### src/rtl/funct_generator_multich_if.sv
// Handshake/config bundle between a controller and the multi-channel LUT waveform generator.
// The slave side is the generator; the master side drives configuration and FIFO status.
interface funct_generator_multich_if #(
   parameter int DATA_WIDTH = 16,
   parameter int INT_BITS   = 8,
   parameter int PHASE_W    = 10,
   parameter int NUM_CH     = 2
);
   localparam int CH_W = (NUM_CH > 1) ? $clog2(NUM_CH) : 1;

   logic                         en_low_i;
   logic                         enh_conf_i;
   logic [CH_W-1:0]              cfg_ch_i;
   logic signed [INT_BITS-1:0]   amp_i;
   logic [1:0]                   sel_i;
   logic [PHASE_W-1:0]           step_i;
   logic                         full_i;
   logic                         wr_en_o;
   logic signed [DATA_WIDTH-1:0] data_o;
   logic [CH_W-1:0]              ch_o;
   logic [1:0]                   state_o;

   modport master (
      output en_low_i, enh_conf_i, cfg_ch_i, amp_i, sel_i, step_i, full_i,
      input  wr_en_o, data_o, ch_o, state_o
   );

   modport slave (
      input  en_low_i, enh_conf_i, cfg_ch_i, amp_i, sel_i, step_i, full_i,
      output wr_en_o, data_o, ch_o, state_o
   );
endinterface

### src/rtl/funct_generator_multich.sv
// Multi-channel LUT waveform generator: per-channel phase accumulators, round-robin issue,
// two-stage waveform/scale pipeline feeding a FIFO write port, with full_i backpressure.
//
// state | meaning
// IDLE  | waiting; config request has priority over run
// CONFI | one channel's amp/sel/step latched per cycle, its phase cleared
// GEN   | round-robin sample issue while FIFO not full
// DRAIN | no new issue; flush both pipeline stages, then IDLE
module funct_generator_multich #(
   parameter int DATA_WIDTH = 16,
   parameter int INT_BITS   = 8,
   parameter int LUT_ADDR   = 6,
   parameter int PHASE_W    = 10,
   parameter int NUM_CH     = 2
) (
   input logic                     clk,
   input logic                     rst,
   funct_generator_multich_if.slave bus
);
   localparam int L    = 1 << LUT_ADDR;
   localparam int CH_W = (NUM_CH > 1) ? $clog2(NUM_CH) : 1;
   localparam int PW   = DATA_WIDTH + INT_BITS;

   localparam logic signed [DATA_WIDTH-1:0] FS     = {1'b0, {(DATA_WIDTH-1){1'b1}}};
   localparam logic signed [DATA_WIDTH-1:0] NFS    = {1'b1, {(DATA_WIDTH-1){1'b0}}};
   localparam logic signed [DATA_WIDTH-1:0] NEG_FS = -FS;
   localparam logic signed [PW-1:0]         FS_X   = {{INT_BITS{1'b0}}, FS};
   localparam logic signed [PW-1:0]         NFS_X  = {{INT_BITS{1'b1}}, NFS};
   localparam logic [LUT_ADDR-1:0]          QTR    = LUT_ADDR'(L / 4);
   localparam logic [CH_W-1:0]              LAST   = CH_W'(NUM_CH - 1);
   localparam real                          FS_R   = real'((2 ** (DATA_WIDTH - 1)) - 1);
   localparam real                          PI     = 3.14159265358979323846;

   typedef enum logic [1:0] {IDLE = 2'd0, CONFI = 2'd1, GEN = 2'd2, DRAIN = 2'd3} state_t;

   state_t state, state_nxt;

   logic signed [INT_BITS-1:0]   amp   [NUM_CH];
   logic [1:0]                   sel   [NUM_CH];
   logic [PHASE_W-1:0]           step  [NUM_CH];
   logic [PHASE_W-1:0]           phase [NUM_CH];
   logic [CH_W-1:0]              ptr;

   logic                         issue;
   logic [LUT_ADDR-1:0]          a;
   logic [LUT_ADDR-1:0]          cidx;
   logic signed [DATA_WIDTH-1:0] ramp;
   logic signed [DATA_WIDTH-1:0] wave;

   logic                         s1_valid, s2_valid;
   logic [CH_W-1:0]              s1_ch, s2_ch;
   logic signed [DATA_WIDTH-1:0] s1_wave, s2_data;
   logic signed [INT_BITS-1:0]   s1_amp;
   logic signed [PW-1:0]         prod, shifted;
   logic signed [DATA_WIDTH-1:0] scaled;

   // Sine table, rounded to nearest at elaboration.
   logic signed [DATA_WIDTH-1:0] lut [L];
   for (genvar k = 0; k < L; k++) begin : g_lut
      localparam real RV = FS_R * $sin(2.0 * PI * k / L);
      localparam int  IV = (RV >= 0.0) ? $rtoi(RV + 0.5) : -$rtoi(0.5 - RV);
      assign lut[k] = DATA_WIDTH'(IV);
   end

   always_ff @(posedge clk or negedge rst) begin
      if (!rst) state <= IDLE;
      else      state <= state_nxt;
   end

   always_comb begin
      state_nxt = state;
      unique case (state)
         IDLE:    if (bus.enh_conf_i)                    state_nxt = CONFI;
                  else if (!bus.en_low_i)                state_nxt = GEN;
         CONFI:   if (!bus.enh_conf_i)                   state_nxt = IDLE;
         GEN:     if (bus.enh_conf_i || bus.en_low_i)    state_nxt = DRAIN;
         DRAIN:   if (!s1_valid && !s2_valid)            state_nxt = IDLE;
         default:                                        state_nxt = IDLE;
      endcase
   end

   always_comb begin
      issue       = (state == GEN) && !bus.full_i;
      bus.wr_en_o = s2_valid && !bus.full_i;
      bus.data_o  = s2_data;
      bus.ch_o    = s2_ch;
      bus.state_o = state;
   end

   assign a    = phase[ptr][PHASE_W-1 -: LUT_ADDR];
   assign cidx = a + QTR;
   assign ramp = {a[LUT_ADDR-2:0], {(DATA_WIDTH-LUT_ADDR+1){1'b0}}};

   always_comb begin
      wave = '0;
      case (sel[ptr])
         2'd0:    wave = lut[a];
         2'd1:    wave = lut[cidx];
         2'd2:    wave = a[LUT_ADDR-1] ? (FS - ramp) : (ramp + NFS);
         default: wave = a[LUT_ADDR-1] ? NEG_FS : FS;
      endcase
   end

   always_comb begin
      prod    = s1_wave * s1_amp;
      shifted = prod >>> (INT_BITS - 2);
      if (shifted > FS_X)       scaled = FS;
      else if (shifted < NFS_X) scaled = NFS;
      else                      scaled = shifted[DATA_WIDTH-1:0];
   end

   always_ff @(posedge clk or negedge rst) begin
      if (!rst) begin
         for (int i = 0; i < NUM_CH; i++) begin
            amp[i]   <= '0;
            sel[i]   <= '0;
            step[i]  <= '0;
            phase[i] <= '0;
         end
         ptr      <= '0;
         s1_valid <= 1'b0;
         s1_ch    <= '0;
         s1_wave  <= '0;
         s1_amp   <= '0;
         s2_valid <= 1'b0;
         s2_ch    <= '0;
         s2_data  <= '0;
      end else begin
         if (state == CONFI && int'(bus.cfg_ch_i) < NUM_CH) begin
            amp[bus.cfg_ch_i]   <= bus.amp_i;
            sel[bus.cfg_ch_i]   <= bus.sel_i;
            step[bus.cfg_ch_i]  <= bus.step_i;
            phase[bus.cfg_ch_i] <= '0;
         end
         // Pointer is held at 0 outside GEN so every run starts on channel 0.
         if (state != GEN) begin
            ptr <= '0;
         end else if (issue) begin
            phase[ptr] <= phase[ptr] + step[ptr];
            ptr        <= (ptr == LAST) ? '0 : ptr + 1'b1;
         end
         if (!bus.full_i) begin
            s1_valid <= issue;
            if (issue) begin
               s1_wave <= wave;
               s1_ch   <= ptr;
               s1_amp  <= amp[ptr];
            end
            s2_valid <= s1_valid;
            if (s1_valid) begin
               s2_data <= scaled;
               s2_ch   <= s1_ch;
            end
         end
      end
   end
endmodule

### src/flat_wrapper.sv
// flat-port wrapper written by rule: the top's interface ports become plain ports
module funct_generator_multich_flat 
#(
   parameter int DATA_WIDTH = 16,
   parameter int INT_BITS   = 8,
   parameter int LUT_ADDR   = 6,
   parameter int PHASE_W    = 10,
   parameter int NUM_CH     = 2
)
  (clk, rst, bus_en_low_i, bus_enh_conf_i, bus_cfg_ch_i, bus_amp_i, bus_sel_i, bus_step_i, bus_full_i, bus_wr_en_o, bus_data_o, bus_ch_o, bus_state_o);
  funct_generator_multich_if #(.DATA_WIDTH(DATA_WIDTH), .INT_BITS(INT_BITS), .PHASE_W(PHASE_W), .NUM_CH(NUM_CH)) bus_i ();
  input logic clk;
  input logic rst;
  input wire logic [$bits(bus_i.en_low_i)-1:0] bus_en_low_i;
  input wire logic [$bits(bus_i.enh_conf_i)-1:0] bus_enh_conf_i;
  input wire logic [$bits(bus_i.cfg_ch_i)-1:0] bus_cfg_ch_i;
  input wire logic [$bits(bus_i.amp_i)-1:0] bus_amp_i;
  input wire logic [$bits(bus_i.sel_i)-1:0] bus_sel_i;
  input wire logic [$bits(bus_i.step_i)-1:0] bus_step_i;
  input wire logic [$bits(bus_i.full_i)-1:0] bus_full_i;
  output wire logic [$bits(bus_i.wr_en_o)-1:0] bus_wr_en_o;
  output wire logic [$bits(bus_i.data_o)-1:0] bus_data_o;
  output wire logic [$bits(bus_i.ch_o)-1:0] bus_ch_o;
  output wire logic [$bits(bus_i.state_o)-1:0] bus_state_o;
  assign bus_i.en_low_i = bus_en_low_i;
  assign bus_i.enh_conf_i = bus_enh_conf_i;
  assign bus_i.cfg_ch_i = bus_cfg_ch_i;
  assign bus_i.amp_i = bus_amp_i;
  assign bus_i.sel_i = bus_sel_i;
  assign bus_i.step_i = bus_step_i;
  assign bus_i.full_i = bus_full_i;
  assign bus_wr_en_o = bus_i.wr_en_o;
  assign bus_data_o = bus_i.data_o;
  assign bus_ch_o = bus_i.ch_o;
  assign bus_state_o = bus_i.state_o;
  funct_generator_multich #(.DATA_WIDTH(DATA_WIDTH), .INT_BITS(INT_BITS), .LUT_ADDR(LUT_ADDR), .PHASE_W(PHASE_W), .NUM_CH(NUM_CH)) u_core (.clk(clk), .rst(rst), .bus(bus_i));
endmodule
### config.mk
export PLATFORM = sky130hd
export DESIGN_NAME = funct_generator_multich_flat
export DESIGN_NICKNAME = d
export VERILOG_FILES = /design/src/rtl/funct_generator_multich_if.sv /design/src/rtl/funct_generator_multich.sv /design/src/flat_wrapper.sv
export SDC_FILE = /design/constraint.sdc
export NUM_CORES = 1
export LEC_CHECK = 0
export BUFFER_PORTS_ARGS = -buffer_cell sky130_fd_sc_hd__buf_2
export CAP_MARGIN = 10
export CELL_PAD_IN_SITES_DETAIL_PLACEMENT = 0
export CELL_PAD_IN_SITES_GLOBAL_PLACEMENT = 2
export CORE_ASPECT_RATIO = 1.4
export CORE_UTILIZATION = 40
export CTS_CLUSTER_SIZE = 25
export DETAILED_ROUTE_END_ITERATION = 10
export PLACE_DENSITY = 0.92
export SLEW_MARGIN = 5
export SYNTH_ARGS = -nofsm -noshare
export SYNTH_HDL_FRONTEND = slang
export SYNTH_SLANG_ARGS = --single-unit
export TNS_END_PERCENT = 100
### constraint.sdc
create_clock -name clk -period 8.8 [get_ports clk]
set_input_delay 1.32 -clock clk [delete_from_list [all_inputs] [get_ports clk]]
set_output_delay 1.32 -clock clk [all_outputs]
set_load 0.03 [all_outputs]
==> results of run 1 <==
logic make-up after synthesis:
| logic type | count (synthesis) |
|---|---|
| adder cells (fa/ha/maj) | 164 |
| AND/OR/NAND/NOR | 449 |
| XOR/XNOR | 38 |
| AO/OA/AOI/OAI | 302 |
| multiplexers | 59 |
| buffers and inverters | 230 |
| flip-flops | 107 |
worst max-delay path, stage by stage, from the launching register on:
cell and delay, ps:
dfrtp_1 420, inv_1 400, nor2_1 140, fa_1 520, fa_1 520, fa_1 540
inv_1 50, fa_1 520, inv_1 40, ha_1 360, a21oi_1 220, o21ai_1 130
a22o_4 300, o211ai_4 220, a31oi_4 110, xnor2_1 780, a21boi_2 390, o311ai_1 140
synth_stat cells, types with 11 or more instances:
master,n
a211oi_1,16
a21oi_1,73
and2_1,88
buf_2,16
clkbuf_1,51
dfrtp_1,107
fa_1,102
ha_1,62
inv_1,145
mux2_2,34
mux2i_1,17
nand2_1,188
nand3_1,40
nor2_1,71
nor3_1,16
o211ai_1,23
o21ai_0,55
o21ai_1,23
o31ai_1,11
xnor2_1,24
xor2_1,14
registers in the layout, indices dropped and copies added (netlist names):
name,count
u_core.phase,20
u_core.step,20
u_core.amp,16
u_core.bus.data_o,16
u_core.s1_wave,16
u_core.s1_amp,8
u_core.sel,4
u_core.bus.state_o,2
u_core.bus.ch_o,1
u_core.ptr,1
u_core.s1_ch,1
u_core.s1_valid,1
u_core.s2_valid,1
metrics by stage:
| stage | hold slack [ps] | std cells | worst slack, ps |
|---|---|---|---|
| floorplan | 439 | 1349 | 3680 |
| global placement | 454 | 1703 | 2990 |
| detailed placement | 458 | 1703 | 2840 |
| CTS | 481 | 1719 | 2840 |
| global route | 501 | 1719 | 2400 |
| finish | 475 | 1719 | 2840 |
routing by layer:
layer | up-vias | wire length, um
met1 | 4623 | 12300
met5 | - | 0
met3 | 52 | 758
li1 | 4544 | -
met2 | 185 | 15100
met4 | 0 | 752
final timing paths:
kind	start	to	cells after the start
setup reg to reg	u_core.s1_amp[7]$_DFFE_PN0P_	u_core.bus.data_o[7]$_DFFE_PN0P_	17
max in group asynchronous	rst	u_core.ptr$_DFFE_PN0P_	2
setup / recovery	u_core.s1_amp[7]$_DFFE_PN0P_	u_core.bus.data_o[7]$_DFFE_PN0P_	17
hold / removal	u_core.step[16]$_DFFE_PN0P_	u_core.step[16]$_DFFE_PN0P_	2
min in group asynchronous	rst	u_core.s1_wave[2]$_DFFE_PN0P_	1
hold reg to reg	u_core.step[16]$_DFFE_PN0P_	u_core.step[16]$_DFFE_PN0P_	2
final cells by class:
class	count	area [um^2]	share of cell area
well taps	375	469	0.0377
clock buffers	9	225	0.0181
inverters	148	556	0.0446
repair buffers	61	348	0.0279
flip-flops and latches	107	2680	0.215
multi-input cells	1012	8090	0.650
clock inverters	7	81.3	0.00653
==> results_dict.tcl, run 1 <==
set metrics [dict create \
    totalWireLength_um 28900 \
    antenna_found_initial 0 \
    yosys_warnings 0 \
    async_reset_ff_frac 1.00 \
    ys_types 85 \
    post-route-util 0.436 \
    busiest_layer "met2" \
    place_area_mm2 0.0121 \
    start_util 0.409 \
    worst_setup_path_end_kind "register" \
    gr-usage-met1 0.240 \
    drive_gt1_frac 0.114 \
    die_area_mm2 0.0300 \
    synth-adder-area-share 0.241 \
    cts-root-buf "clkbuf_16" \
    synth_compound_area_frac 0.176 \
    io_pins 46 \
    synthTopCellsByArea "dfrtp_1 23%, fa_1 17%, ha_1 6.6%, nand2_1 6.0%, and2_1 4.7%" \
    htree_levels 3 \
    numCtsBuffers 9 \
    rows 73 \
    startpoint_type "register" \
    synthCells 1349 \
    grt_use_total 0.201 \
    met2_usage 0.368 \
    grt_use_met3 0.0196 \
    finalCritPeriodShare 0.678 \
    path_clk_slew_ps 90 \
    wire_per_inst_um 16.8 \
    muxShareOfSynthArea 0.0626 \
    grt_start_max_net_pins 80 \
    criticalPathCategory "register to register" \
    route.detailed.drc 0 \
    antennaDiodeCount 0 \
    gp_congestion 0.862 \
    vias 9404 \
    synth-edff-count 0 \
    core-area_mm2 0.0286 \
    status "complete, no violations" \
    first_global_vias 9611 \
    syn_nets 1539 \
    ys_ff_latch 107 \
    arrival_ps 6190 \
    die_x_um 147 \
    cts_sinks 107 \
    syn-cell-area_mm2 0.0117 \
    clk_latency_ps 370 \
    nNetsFinal 1529 \
    crit_fanout 15 \
    yosys.area_share.simple 0.183 \
    post_cts_buffers 0 \
    final-setup-viol-count 0 \
    synthFlopType "dfrtp_1" \
    relSlewSlack 0.307 \
    finalSetupTns_ps 0 \
    yosysSeqAreaShare 0.229 \
    cts_tree "built" \
    fmax_mhz 168 \
    r2r_slack_ps 2840 \
    clock-skew-final_ps 14.2 \
    synth_top_family_by_area "adder cells" \
    grt_pass1_wl_um 48500 \
    ctsResizeCount 0 \
    min_period_ps 5960 \
    required_ps 9030 \
    drt-pass1-iter-count 5 \
    synth_xor_area_frac 0.0284 \
    antenna_left 0 \
    synth_area_per_cell_um2 8.68 \
    drv_cap 0 \
    die_h_um 204 \
    grt_setup_unrepaired "no" \
    areaGrowthSynthToFinish_pct 6.37 \
    drtIter0Drc 517 \
    synth_top_cell_area_share 0.229 \
    vias_per_cell 5.47 \
    final_common_cell "nand2_1" \
    maxSlewViolCount 0 \
    worstHoldPathType "register to register" \
    n_fill_cell 2858 \
    fin_area_mm2 0.0125 \
    layout_common_cells "188 x nand2_1, 145 x inv_1, 106 x dfrtp_1, 102 x fa_1, 88 x and2_1" \
    cts_hold_buffers 0 \
    tightest_slew_ps 1040 \
    hold_violations 0 \
    io_buffers 45 \
    dpl.hpwl_um 21900 \
    overflow 0 \
    synth_largest_area_cell "dfrtp_1" \
    cts.path.max_buffers 2 \
]
Power of run 1 is not shown: default switching activity piles up to over one toggle a cycle in this logic, so the estimate is an artifact.
==> run 2: changes to the inputs <==
==> constraint.sdc (replaced) <==
create_clock -name clk -period 5.5 [get_ports clk]
set_input_delay 0.825 -clock clk [delete_from_list [all_inputs] [get_ports clk]]
set_output_delay 0.825 -clock clk [all_outputs]
set_load 0.03 [all_outputs]
==> run 2 against run 1 <==
Net effect:
- die area unchanged
- non-clock buffer count increased by 15
- sequential cell count unchanged
- worst setup slack got worse by 2600 ps
- clock-buffer cell count is the same
==> results_dict.tcl, run 2 (synthesized netlist as in run 1, its figures left out) <==
set metrics [dict create \
    status "complete, no violations" \
    drt-pass1-iter-count 5 \
    required_ps 5730 \
    die_area_mm2 0.0300 \
    clk_latency_ps 370 \
    antenna_found_initial 0 \
    die_h_um 204 \
    maxSlewViolCount 0 \
    cts-root-buf "clkbuf_16" \
    clock-skew-final_ps 13.8 \
    grt_use_total 0.206 \
    finalCritPeriodShare 0.956 \
    vias_per_cell 5.49 \
    tightest_slew_ps 1030 \
    grt_setup_unrepaired "no" \
    criticalPathCategory "register to register" \
    wire_per_inst_um 16.9 \
    min_period_ps 5260 \
    numCtsBuffers 9 \
    drtIter0Drc 622 \
    htree_levels 3 \
    relSlewSlack 0.312 \
    fmax_mhz 190 \
    start_util 0.409 \
    gp_congestion 0.863 \
    hold_violations 0 \
    cts_hold_buffers 0 \
    reg.largest.list "u_core.phase: 20 flops, u_core.step: 20 flops" \
    met3_length_um 900 \
    layout_common_cells "188 x nand2_1, 144 x inv_1, 102 x fa_1, 100 x dfrtp_1, 88 x and2_1" \
    route.met2.wl_um 15600 \
    finalSetupTns_ps 0 \
    grt_start_max_net_pins 69 \
    rows 73 \
    first_global_vias 9798 \
    worstHoldPathType "register to register" \
    nNetsFinal 1544 \
    totalWireLength_um 29300 \
    startpoint_type "register" \
    route.detailed.drc 0 \
    cts.path.max_buffers 2 \
    drv_cap 0 \
    final_common_cell "nand2_1" \
    io_pins 46 \
    areaGrowthSynthToFinish_pct 7.77 \
    core-area_mm2 0.0286 \
    top_layer_used "met4" \
    path_clk_slew_ps 90 \
    antenna_left 0 \
    crit_fanout 9 \
    worst_setup_path_end_kind "register" \
    antennaDiodeCount 0 \
    final-setup-viol-count 0 \
    drive_gt1_frac 0.132 \
    grt_pass1_wl_um 49700 \
    cts_tree "built" \
    cts_sinks 107 \
    fin_area_mm2 0.0126 \
    place_area_mm2 0.0122 \
    io_buffers 45 \
    met1_length_um 12200 \
    die_x_um 147 \
    vias 9528 \
    overflow 0 \
    dpl.hpwl_um 22300 \
    arrival_ps 5490 \
]
[run 2: changes by cell type in the layout (fill, tap and decap cells not counted), moves of 2 or more]
cell      previous run  this run
o21ai_1             23        21
dfrtp_1            106       100
inv_8                2         0
o21ai_2              0         2
buf_4               17        31
clkinv_8             1         3
dfrtp_2              1         7
[run 2: layout make-up]
type | instances | area (um^2)
repair buffers | 76 | 473
flip-flops and latches | 107 | 2690
inverters | 148 | 556
fillers | 2843 | 16000
well taps | 375 | 469
clock buffers | 9 | 225
multi-input cells | 1012 | 8120
clock inverters | 7 | 91.3
[run 2: layer usage]
metal | vias up | track usage
met3 | 52 | 0.0243
li1 | 4577 | -
met4 | 0 | 0.0647
met5 | - | 0
met2 | 231 | 0.382
met1 | 4668 | 0.246
[run 2: what timing repair did]
| item | in CTS | in global routing |
|---|---|---|
| gates resized for setup | 0 | 11 |
| buffers inserted | 0 | 2 |
| setup endpoints to repair | 0 | 16 |
| endpoints found under the hold margin | 0 | 0 |
[run 2: final timing paths]
kind                                          startpoint                                 to  slack [ps]  cells after the start
max reg2reg                u_core.s1_wave[9]$_DFFE_PN0P_  u_core.bus.data_o[14]$_DFFE_PN0P_         240                     16
min                          u_core.step[15]$_DFFE_PN0P_        u_core.step[15]$_DFFE_PN0P_         470                      2
min reg2reg                  u_core.step[15]$_DFFE_PN0P_        u_core.step[15]$_DFFE_PN0P_         470                      2
max in group asynchronous                            rst             u_core.ptr$_DFFE_PN0P_        3860                      2
min in group asynchronous                            rst   u_core.bus.data_o[9]$_DFFE_PN0P_         560                      1
max                        u_core.s1_wave[9]$_DFFE_PN0P_  u_core.bus.data_o[14]$_DFFE_PN0P_         240                     16
[run 2: critical path: stages (launching register included)]
cell and delay [ps]:
dfrtp_1 530, and2_1 250, fa_1 540, fa_1 450, fa_1 540, inv_1 50, fa_1 520, inv_1 40
ha_1 360, a21oi_1 230, nor2_1 100, a2111oi_4 340, a21oi_1 180, a2111oi_0 430, o21bai_1 170, a2111o_1 240
o311ai_1 130
[run 2: stage by stage]
stage          setup WS, ps  instances   util  hold slack (ps)
4_1_cts                54.5       1732  0.439              478
3_3_place_gp            218       1716  0.428              453
3_5_place_dp           78.9       1716  0.428              458
5_1_grt                3.65       1734  0.441              503
2_1_floorplan           375       1349      -              439
6_report                240       1734  0.441              474
Power of run 2 is left out for the same reason.
